## src/rtl/bcd_time_pkg.sv

```systemverilog
// Shared types, limits and helpers for the BCD time-of-day counter.
package bcd_time_pkg;

   localparam int BCD_W = 4;

   typedef struct packed {
      logic [BCD_W-1:0] tens;
      logic [BCD_W-1:0] units;
   } bcd_pair_t;

   localparam bcd_pair_t SEC_MAX  = '{tens: 4'd5, units: 4'd9};
   localparam bcd_pair_t MIN_MAX  = '{tens: 4'd5, units: 4'd9};
   localparam bcd_pair_t HOUR_MAX = '{tens: 4'd2, units: 4'd3};

   // BCD ordering matches binary ordering of the packed pair once both digits are <= 9.
   function automatic logic pair_valid(input bcd_pair_t p, input bcd_pair_t max_val);
      return (p.units <= 4'd9) && (p.tens <= 4'd9) &&
             ({p.tens, p.units} <= {max_val.tens, max_val.units});
   endfunction

endpackage

```

## src/rtl/bcd_time_counter_pair.sv

```systemverilog
// Two-digit BCD modulo-N counter with synchronous load and combinational carry.
module bcd_digit_pair
   import bcd_time_pkg::*;
#(
   parameter int N = 60
) (
   input  logic      clk1,
   input  logic      reset,
   input  logic      inc,
   input  logic      load,
   input  bcd_pair_t load_val,
   output bcd_pair_t value,
   output bcd_pair_t nxt,
   output logic      carry_out
);

   localparam bcd_pair_t MAX_VAL = '{tens: BCD_W'((N - 1) / 10), units: BCD_W'((N - 1) % 10)};

   logic at_max;

   assign at_max    = (value == MAX_VAL);
   assign carry_out = inc && at_max;

   always_comb begin
      nxt = value;
      if (load) begin
         nxt = load_val;
      end else if (inc) begin
         if (at_max) begin
            nxt = '0;
         end else if (value.units == 4'd9) begin
            nxt.tens  = value.tens + 4'd1;
            nxt.units = '0;
         end else begin
            nxt.units = value.units + 4'd1;
         end
      end
   end

   always_ff @(posedge clk1) begin
      if (reset) value <= '0;
      else       value <= nxt;
   end

endmodule

```

## src/rtl/bcd_time_counter.sv

```systemverilog
// 24-hour BCD clock with 1 Hz prescaler, load/set buttons and an optional alarm
// (alarm logic present only when BCD_TIME_ALARM_EN is defined).
module bcd_time_counter
   import bcd_time_pkg::*;
#(
   parameter int DIV   = 50000000,
   parameter int CNT_W = 26
) (
   input  logic        clk1,
   input  logic        reset,
   input  logic        run,
   input  logic        load,
   input  logic [23:0] set_time,
   input  logic        inc_min,
   input  logic        inc_hour,
   input  logic [15:0] alarm_time,
   input  logic        alarm_arm,
   input  logic        alarm_ack,
   output logic [3:0]  sec_chuc,
   output logic [3:0]  sec_dv,
   output logic [3:0]  min_chuc,
   output logic [3:0]  min_dv,
   output logic [3:0]  hour_chuc,
   output logic [3:0]  hour_dv,
   output logic        tick_1hz,
   output logic        load_err,
   output logic        alarm_ring
);

   localparam logic [CNT_W-1:0] CNT_LAST = CNT_W'(DIV - 1);

   logic [CNT_W-1:0] cnt, cnt_nxt;
   bcd_pair_t set_sec, set_min, set_hour;
   bcd_pair_t sec_val, min_val, hour_val, sec_nxt, min_nxt, hour_nxt;
   logic      sec_carry, min_carry, hour_carry;
   logic      load_ok, inc_any, at_last, advance;

   assign set_hour = set_time[23:16];
   assign set_min  = set_time[15:8];
   assign set_sec  = set_time[7:0];

   assign load_ok = load && pair_valid(set_sec, SEC_MAX) && pair_valid(set_min, MIN_MAX) &&
                    pair_valid(set_hour, HOUR_MAX);
   assign inc_any = inc_min | inc_hour;
   assign at_last = run && (cnt == CNT_LAST);
   assign advance = at_last && !load && !inc_any;

   // A button press parks the prescaler at its last count so the pending second is not lost.
   always_comb begin
      cnt_nxt = cnt;
      if (load_ok) begin
         cnt_nxt = '0;
      end else if (run) begin
         if (cnt != CNT_LAST)          cnt_nxt = cnt + 1'b1;
         else if (load || !inc_any)    cnt_nxt = '0;
      end
   end

   always_ff @(posedge clk1) begin
      if (reset) begin
         cnt      <= '0;
         tick_1hz <= 1'b0;
         load_err <= 1'b0;
      end else begin
         cnt      <= cnt_nxt;
         tick_1hz <= advance;
         load_err <= load && !load_ok;
      end
   end

   bcd_digit_pair #(.N(60)) u_sec (
      .clk1      (clk1),
      .reset     (reset),
      .inc       (advance),
      .load      (load_ok | (inc_min && !load)),
      .load_val  (load_ok ? set_sec : bcd_pair_t'('0)),
      .value     (sec_val),
      .nxt       (sec_nxt),
      .carry_out (sec_carry)
   );

   bcd_digit_pair #(.N(60)) u_min (
      .clk1      (clk1),
      .reset     (reset),
      .inc       ((inc_min && !load) | sec_carry),
      .load      (load_ok),
      .load_val  (set_min),
      .value     (min_val),
      .nxt       (min_nxt),
      .carry_out (min_carry)
   );

   // Only the seconds-driven rollover carries into hours; a manual minute wrap does not.
   bcd_digit_pair #(.N(24)) u_hour (
      .clk1      (clk1),
      .reset     (reset),
      .inc       ((inc_hour && !load) | (min_carry && advance)),
      .load      (load_ok),
      .load_val  (set_hour),
      .value     (hour_val),
      .nxt       (hour_nxt),
      .carry_out (hour_carry)
   );

   assign sec_chuc  = sec_val.tens;
   assign sec_dv    = sec_val.units;
   assign min_chuc  = min_val.tens;
   assign min_dv    = min_val.units;
   assign hour_chuc = hour_val.tens;
   assign hour_dv   = hour_val.units;

   logic unused_carry;
   assign unused_carry = hour_carry;

`ifdef BCD_TIME_ALARM_EN
   logic [5:0] ring_timer;
   logic       ring_q;
   logic       alarm_match;

   assign alarm_match = advance && alarm_arm && ({hour_nxt, min_nxt} == alarm_time) &&
                        (sec_nxt == bcd_pair_t'('0));

   always_ff @(posedge clk1) begin
      if (reset) begin
         ring_q     <= 1'b0;
         ring_timer <= '0;
      end else if (alarm_match) begin
         ring_q     <= 1'b1;
         ring_timer <= 6'd59;
      end else if (ring_q && (alarm_ack || !alarm_arm)) begin
         ring_q     <= 1'b0;
         ring_timer <= '0;
      end else if (ring_q && advance) begin
         ring_timer <= ring_timer - 6'd1;
         if (ring_timer == 6'd1) ring_q <= 1'b0;
      end
   end

   assign alarm_ring = ring_q;
`else
   logic unused_alarm;
   assign unused_alarm = ^{alarm_time, alarm_arm, alarm_ack, sec_nxt, min_nxt, hour_nxt};
   assign alarm_ring   = 1'b0;
`endif

endmodule

```

## config.mk

```make
export PLATFORM = sky130hd
export DESIGN_NAME = bcd_time_counter
export DESIGN_NICKNAME = d
export VERILOG_FILES = /design/src/rtl/bcd_time_pkg.sv /design/src/rtl/bcd_time_counter_pair.sv /design/src/rtl/bcd_time_counter.sv
export SDC_FILE = /design/constraint.sdc
export NUM_CORES = 1
export LEC_CHECK = 0
export ABC_AREA = 1
export CAP_MARGIN = 20
export CELL_PAD_IN_SITES_DETAIL_PLACEMENT = 1
export CELL_PAD_IN_SITES_GLOBAL_PLACEMENT = 1
export CORE_UTILIZATION = 39
export CTS_CLUSTER_SIZE = 12
export DETAILED_ROUTE_END_ITERATION = 10
export PLACE_DENSITY = 0.86
export SLEW_MARGIN = 30
export SYNTH_ARGS = -nofsm -noshare
export SYNTH_HDL_FRONTEND = slang
export SYNTH_SLANG_ARGS = --single-unit
```

## constraint.sdc

```tcl
create_clock -name clk1 -period 4.37 [get_ports clk1]
set_input_delay 0.874 -clock clk1 [delete_from_list [all_inputs] [get_ports clk1]]
set_output_delay 0.874 -clock clk1 [all_outputs]
set_load 0.05 [all_outputs]
```

Yosys cells after proc, flatten, opt, wreduce, memory -nomap -nowiden. Index checks and enable logic that the tools add are counted.

Order comparisons: 9. Reduce and logical (&&, ||, !) cells: 34. Multiplexer cells: 18. Eq/ne operators: 8. Add/subtract/negate cells: 7. Bitwise gates (word level): 4.

Operators by type and width (number): 2-to-1 mux 8 bit (10); 2-to-1 mux 26 bit (2); adder 26 x 1 -> 26 bit (second input constant) (1); == test 26 bit (second input constant) (1); inequality test 26 bit (second input constant) (1); adder 4 x 1 -> 4 bit (second input constant) (6); <= comparator 4 bit (second input constant) (6); 2-to-1 mux 4 bit (6); logical AND 1 bit (18); == test 8 x 7 -> 1 bit (second input constant) (2); <= comparator 8 x 7 -> 1 bit (second input constant) (2); == test 4 bit (second input constant) (3); nonzero test 3 bit (3); == test 8 x 6 -> 1 bit (second input constant) (1); <= comparator 8 x 6 -> 1 bit (second input constant) (1); AND reduction 2 bit (4); nonzero test 2 bit (4); OR 1 bit (4); zero test 1 bit (3); OR reduction 2 bit (1); logical OR 1 bit (1).

Register bits: 52. Input port bits: 48. Logic and storage cells: 89. Output and inout port bits: 27.

Logic depth before layout (Yosys ltp).
Depth after elaboration: 11. Mapped depth: 13. Mapped depth without buffers: 11.

Hierarchy. Synthesis repeated with hierarchy kept, for this count alone.

Cell total of the unflattened synthesis: 659. Area, all modules: 4012.6 um^2.

By module, submodules not included: bcd_time_counter (sequential area each 560.5 um^2, cells an instance 394, area each 2230.9 um^2, instances 1); bcd_digit_pair at u_min ... (sequential area each 160.2 um^2, cells an instance 85, area each 596.8 um^2, instances 2); bcd_digit_pair at u_hour (sequential area each 160.2 um^2, cells an instance 95, area each 588.1 um^2, instances 1).

Least setup slack after synthesis. OpenSTA, ideal clock, no wires.

Kind: input to register. Start: input port set_time[1]. End: register u_min.value[5] (netlist bit). Cell stages on the path: 10. Library setup time: 0.117 ns. Data arrival time: 1.901 ns. Data required time: 4.253 ns. Slack: 2.352 ns. Buffers on the path: 1. Cell sequence: o21a_1 -> nor2_1 -> nand2_1 -> nor2_4 -> nor2_4 -> nand2_2 -> buf_6 -> nand3_1 -> nand2_1 -> nor2_1.

Word-level cells in the longest chain between the ends: 8. Elaborated cells on any way between the ends: 11. Those cells by class: order compare: 2; mux: 1; reduce/logical: 8.

RTL lines: from (decl) (RTL line bcd_time_counter.sv:13) `input logic [23:0] set_time,`; branches (longest 2 deep; another with <= comparator 8 x 7 -> 1 bit); logical AND 1 bit * (RTL line bcd_time_pkg.sv:17) `return (p.units <= 4'd9) && (p.tens <= 4'd9) &&`; logical AND 1 bit * (3 in a row) (RTL line bcd_time_counter.sv:42) `assign load_ok = load && pair_valid(set_sec, SEC_MAX) && pair_valid(set_min, MIN_MAX) &&`; nonzero test 3 bit (no source line) / nonzero test 2 bit (equally long branches); AND reduction 2 bit (no source line); to (signal assigned) (RTL line bcd_time_counter_pair.sv:42) `else value <= nxt;`; to (decl) (RTL line bcd_time_counter_pair.sv:12) `output bcd_pair_t value,`.

Every way passes the cells marked *. A chain may end at the register's enable or synchronous reset.

Worst setup path after layout.
Start: input port load. End: register cnt[21].

Word-level cells in the longest chain between the ends: 4. Elaborated cells on any way between the ends: 7. Those cells by class: reduce/logical: 7.

RTL lines: from (decl) (RTL line bcd_time_counter.sv:12) `input logic load,`; logical AND 1 bit (3 in a row) (RTL line bcd_time_counter.sv:42); OR reduction 2 bit (no source line); to (signal assigned) (RTL line bcd_time_counter.sv:65) `cnt <= cnt_nxt;`; to (decl) (RTL line bcd_time_counter.sv:32) `logic [CNT_W-1:0] cnt, cnt_nxt;`.

Parallel ways exist; a longest one is shown, timed or not.

==> impl_metrics.csv <==
group,metric,value,unit
floorplan,initial_utilization,0.407,
global_routing,track_usage,0.242,
logic_synthesis,count_of_flip_flops_with_a_built_in_enable_after_synthesis,0,
floorplan,placementRows,35,
routing,ant_nets,0,
worst_setup_path,cp-startpoint,"load",
layout,syn_to_final_growth,18.5,%
sta,slew_viol_final,0,
sta,max_freq,0.338,GHz
logic_synthesis,netlist.area_leader.share,0.273,
floorplan,core_area,9370,um2
clock_network,resized_cells_post_cts,0,
logic_synthesis,top_count_cell_post_synth,"nand2_1",
clock_network,cts_tree,"yes",
worst_setup_path,r2r_cells,10,
logic_synthesis,post_synth_main_area_contributors,"dfxtp_1 (27%), nand2_1 (14%), nor2_1 (13%)",
routing,dr.first_iter.drc_count,122,
clock_network,clock_buffer_count_from_cts,5,
worst_setup_path,r2r_setup_slack,2.00,ns
clock_network,cts_sinks,52,
sta,post-route-worst-setup-slack,1.41,ns
logic_synthesis,mappedNetlistArea,3810,um2
power_and_ir_drop,cellPowerDensity,223,nW/um2
sta,post-route-min-period,2.96,ns
logic_synthesis,yosys.cell_types.count,38,
global_routing,grt_pass1_vias,4174,
sta,max_slew_margin,0.607,
sta,worst_hold_slack,0.516,ns
logic_synthesis,post_synth_inst_count,608,
floorplan,pin_count,75,
placed_design,place_ws,1.06,ns
hold_path,hold_class,"flip-flop to flip-flop",
worst_setup_path,timing_worst_setup_path_type,"input port to flip-flop",
placed_design,place.detailed.instances,778,
routing,postRouteWirelength,11.8,mm
global_routing,grt_first_pass_wirelength,19.5,mm
clock_network,cts_root_buf,"clkbuf_8",
routing,drt_first_pass_iters,4,
sta,timing_worst_slew_pin_value,0.587,ns
logic_synthesis,avgSynthCellArea,6.27,um2
logic_synthesis,synth.net_count,669,
sta,min_period_over_period,0.677,
layout,nFillCells,1338,
placed_design,routabilityCongestion,0.898,
hold_path,timing.hold.worst.start,"cnt[18]",
sta,setup-tns-final,0,ns
worst_setup_path,critical_path.endpoint,"cnt[21]",
sta,finalHoldViolCount,0,
logic_synthesis,register_area_share_after_synthesis,0.273,
worst_setup_path,crit-reg2reg-launch,"cnt[0]",
routing,wl_per_cell,15.0,um
floorplan,fp.dieW,101,um
logic_synthesis,synthesis.yosys.warnings,0,
clock_network,clockBufferDepth,2,
worst_setup_path,timing.critical_path.to_type,"flip-flop",
sta,total_setup_violations_reported_at_the_end_of_the_flow,0,
placed_design,placed_wire_length_estimate,9.06,mm
global_routing,initial_antenna_violation_count,0,
placed_design,placement.io_buffers,55,
layout,final_cells,786,
routing,post_drt_via_cell_ratio,5.25,
layout,post_route_cells_drive_above_1_share,0.0761,
logic_synthesis,ys.flop_type,"dfxtp_1",
routing,detail_route.drc_violations,0,
worst_setup_path,worst-path-max-fanout,16,
clock_network,holdBufCountCts,0,
worst_setup_path,crit_arrival,3.18,ns
logic_synthesis,post-synth-top-area-cell,"dfxtp_1",
floorplan,fp.dieArea,10200,um2
clock_network,clk_transition_reported_paths,0.11,ns
global_routing,grt_remaining_overflow,0,
layout,num-nets-final,717,
worst_setup_path,worst-endpoint-required,4.59,ns
worst_setup_path,r2r_end,"cnt[17]",
global_routing,grt_max_degree,29,
routing,dr_total_vias,4127,
clock_network,htree_num_levels,2,
floorplan,die_h,101,um
clock_network,worst_skew_pair.late_latency,0.32,ns
logic_synthesis,postSynthRegisterBits,52,
clock_network,cts_post_setup_buffers_inserted,0,
sta,finalClockSkew,0.0139,ns
run_status,outcome,"completed",
power_and_ir_drop,power_leakage,1.84,nW
logic_synthesis,post_synth_most_frequent_cells,"nand2_1 (146), nor2_1 (132), inv_1 (56)",
layout,n_antenna_cell,0,
logic_synthesis,postSynth.asyncResetShare,0,
sta,grt_setup_unrepaired,"no",
worst_setup_path,critical_path.startpoint_type,"input port",
flow_run,drv.max_cap_violation_count,0,
power_and_ir_drop,vdd_ir_drop_max,0.145,mV
-- final cells by class --
class                           count  area (um2)  share of cell area
Clock inverter                      2        15.0             0.00332
Multi-Input combinational cell    481        2430               0.538
Clock buffer                        6        82.6              0.0183
Sequential cell                    52        1040               0.230
Timing Repair Buffer               57         566               0.125
Tap cell                          129         161              0.0357
Inverter                           59         224              0.0495
-- sequential cells by signal (all words and copies together), names as in the netlist --
signal	flops
u_sec.value	8
tick_1hz	1
u_hour.value	8
u_min.value	8
load_err	1
cnt	26
-- worst min-delay path by stage --
stage | to | slack [ns] | cells after the start
2_1_floorplan | cnt[24] | 0.46 | 2
3_3_place_gp | cnt[24] | 0.47 | 2
3_5_place_dp | cnt[18] | 0.50 | 2
4_1_cts | cnt[18] | 0.51 | 2
5_1_grt | cnt[18] | 0.55 | 2
6_report | cnt[18] | 0.52 | 2
-- metal layers --
metal	share of wire	global-route usage	vias up
met2	0.49	0.431	82
met3	0.039	0.0340	20
li1	-	-	2031
met5	0	0	-
met4	0.018	0.0758	0
met1	0.45	0.300	1994
-- cells by family (layout without fill, tap and decap cells) --
kind of cell	Yosys count	after routing	share of synthesized area
adder cells (fa/ha/maj)	13	13	0.0427
flip-flops	52	52	0.273
buffers and inverters	75	124	0.0896
AO/OA/AOI/OAI	61	61	0.0850
other	1	1	0.000983
AND/OR/NAND/NOR	386	386	0.463
XOR/XNOR	20	20	0.0459
-- power breakdown --
| group | switching, mW | internal, mW | total (mW) |
|---|---|---|---|
| registers | 0.0176 | 0.486 | 0.504 |
| clock network | 0.186 | 0.129 | 0.315 |
| logic | 0.118 | 0.0724 | 0.191 |
-- cells in the final DEF (no fill, tap or decap), types with 3 or more instances in the layout --
cell type        count
nand2_1            146
xnor2_1              5
nand3_1             51
o21ai_0             22
nor3_2               3
clkbuf_8             6
o21ai_1              4
nor2_1             132
o22ai_1              3
nand3b_1             4
a21oi_1             27
clkdlybuf4s50_1     55
nor2_2               6
nor3_1               6
nand4_1             12
nand2_2              5
xor2_1              15
nand3_2              6
dfxtp_1             52
nor2_4               6
inv_1               56
ha_1                13
or2_2                4
-- stage by stage --
step           area, um2  total power [mW]   util
4_1_cts             4520              1.02  0.482
3_3_place_gp        4420             0.697  0.472
2_1_floorplan       3810             0.632      -
5_1_grt             4520              1.05  0.482
3_5_place_dp        4420             0.706  0.472
6_report            4520              1.01  0.482
-- worst max-delay path, cell delays in order --
cell	delay [ns]
clkdlybuf4s50_1	0.57
inv_2	0.08
nor2_1	0.12
nand3_1	0.10
nor2_2	0.16
nand3_2	0.31
nand2_1	0.57
buf_4	0.31
nor2_1	0.07
No activity file was read; power rests on OpenSTA's default activity.
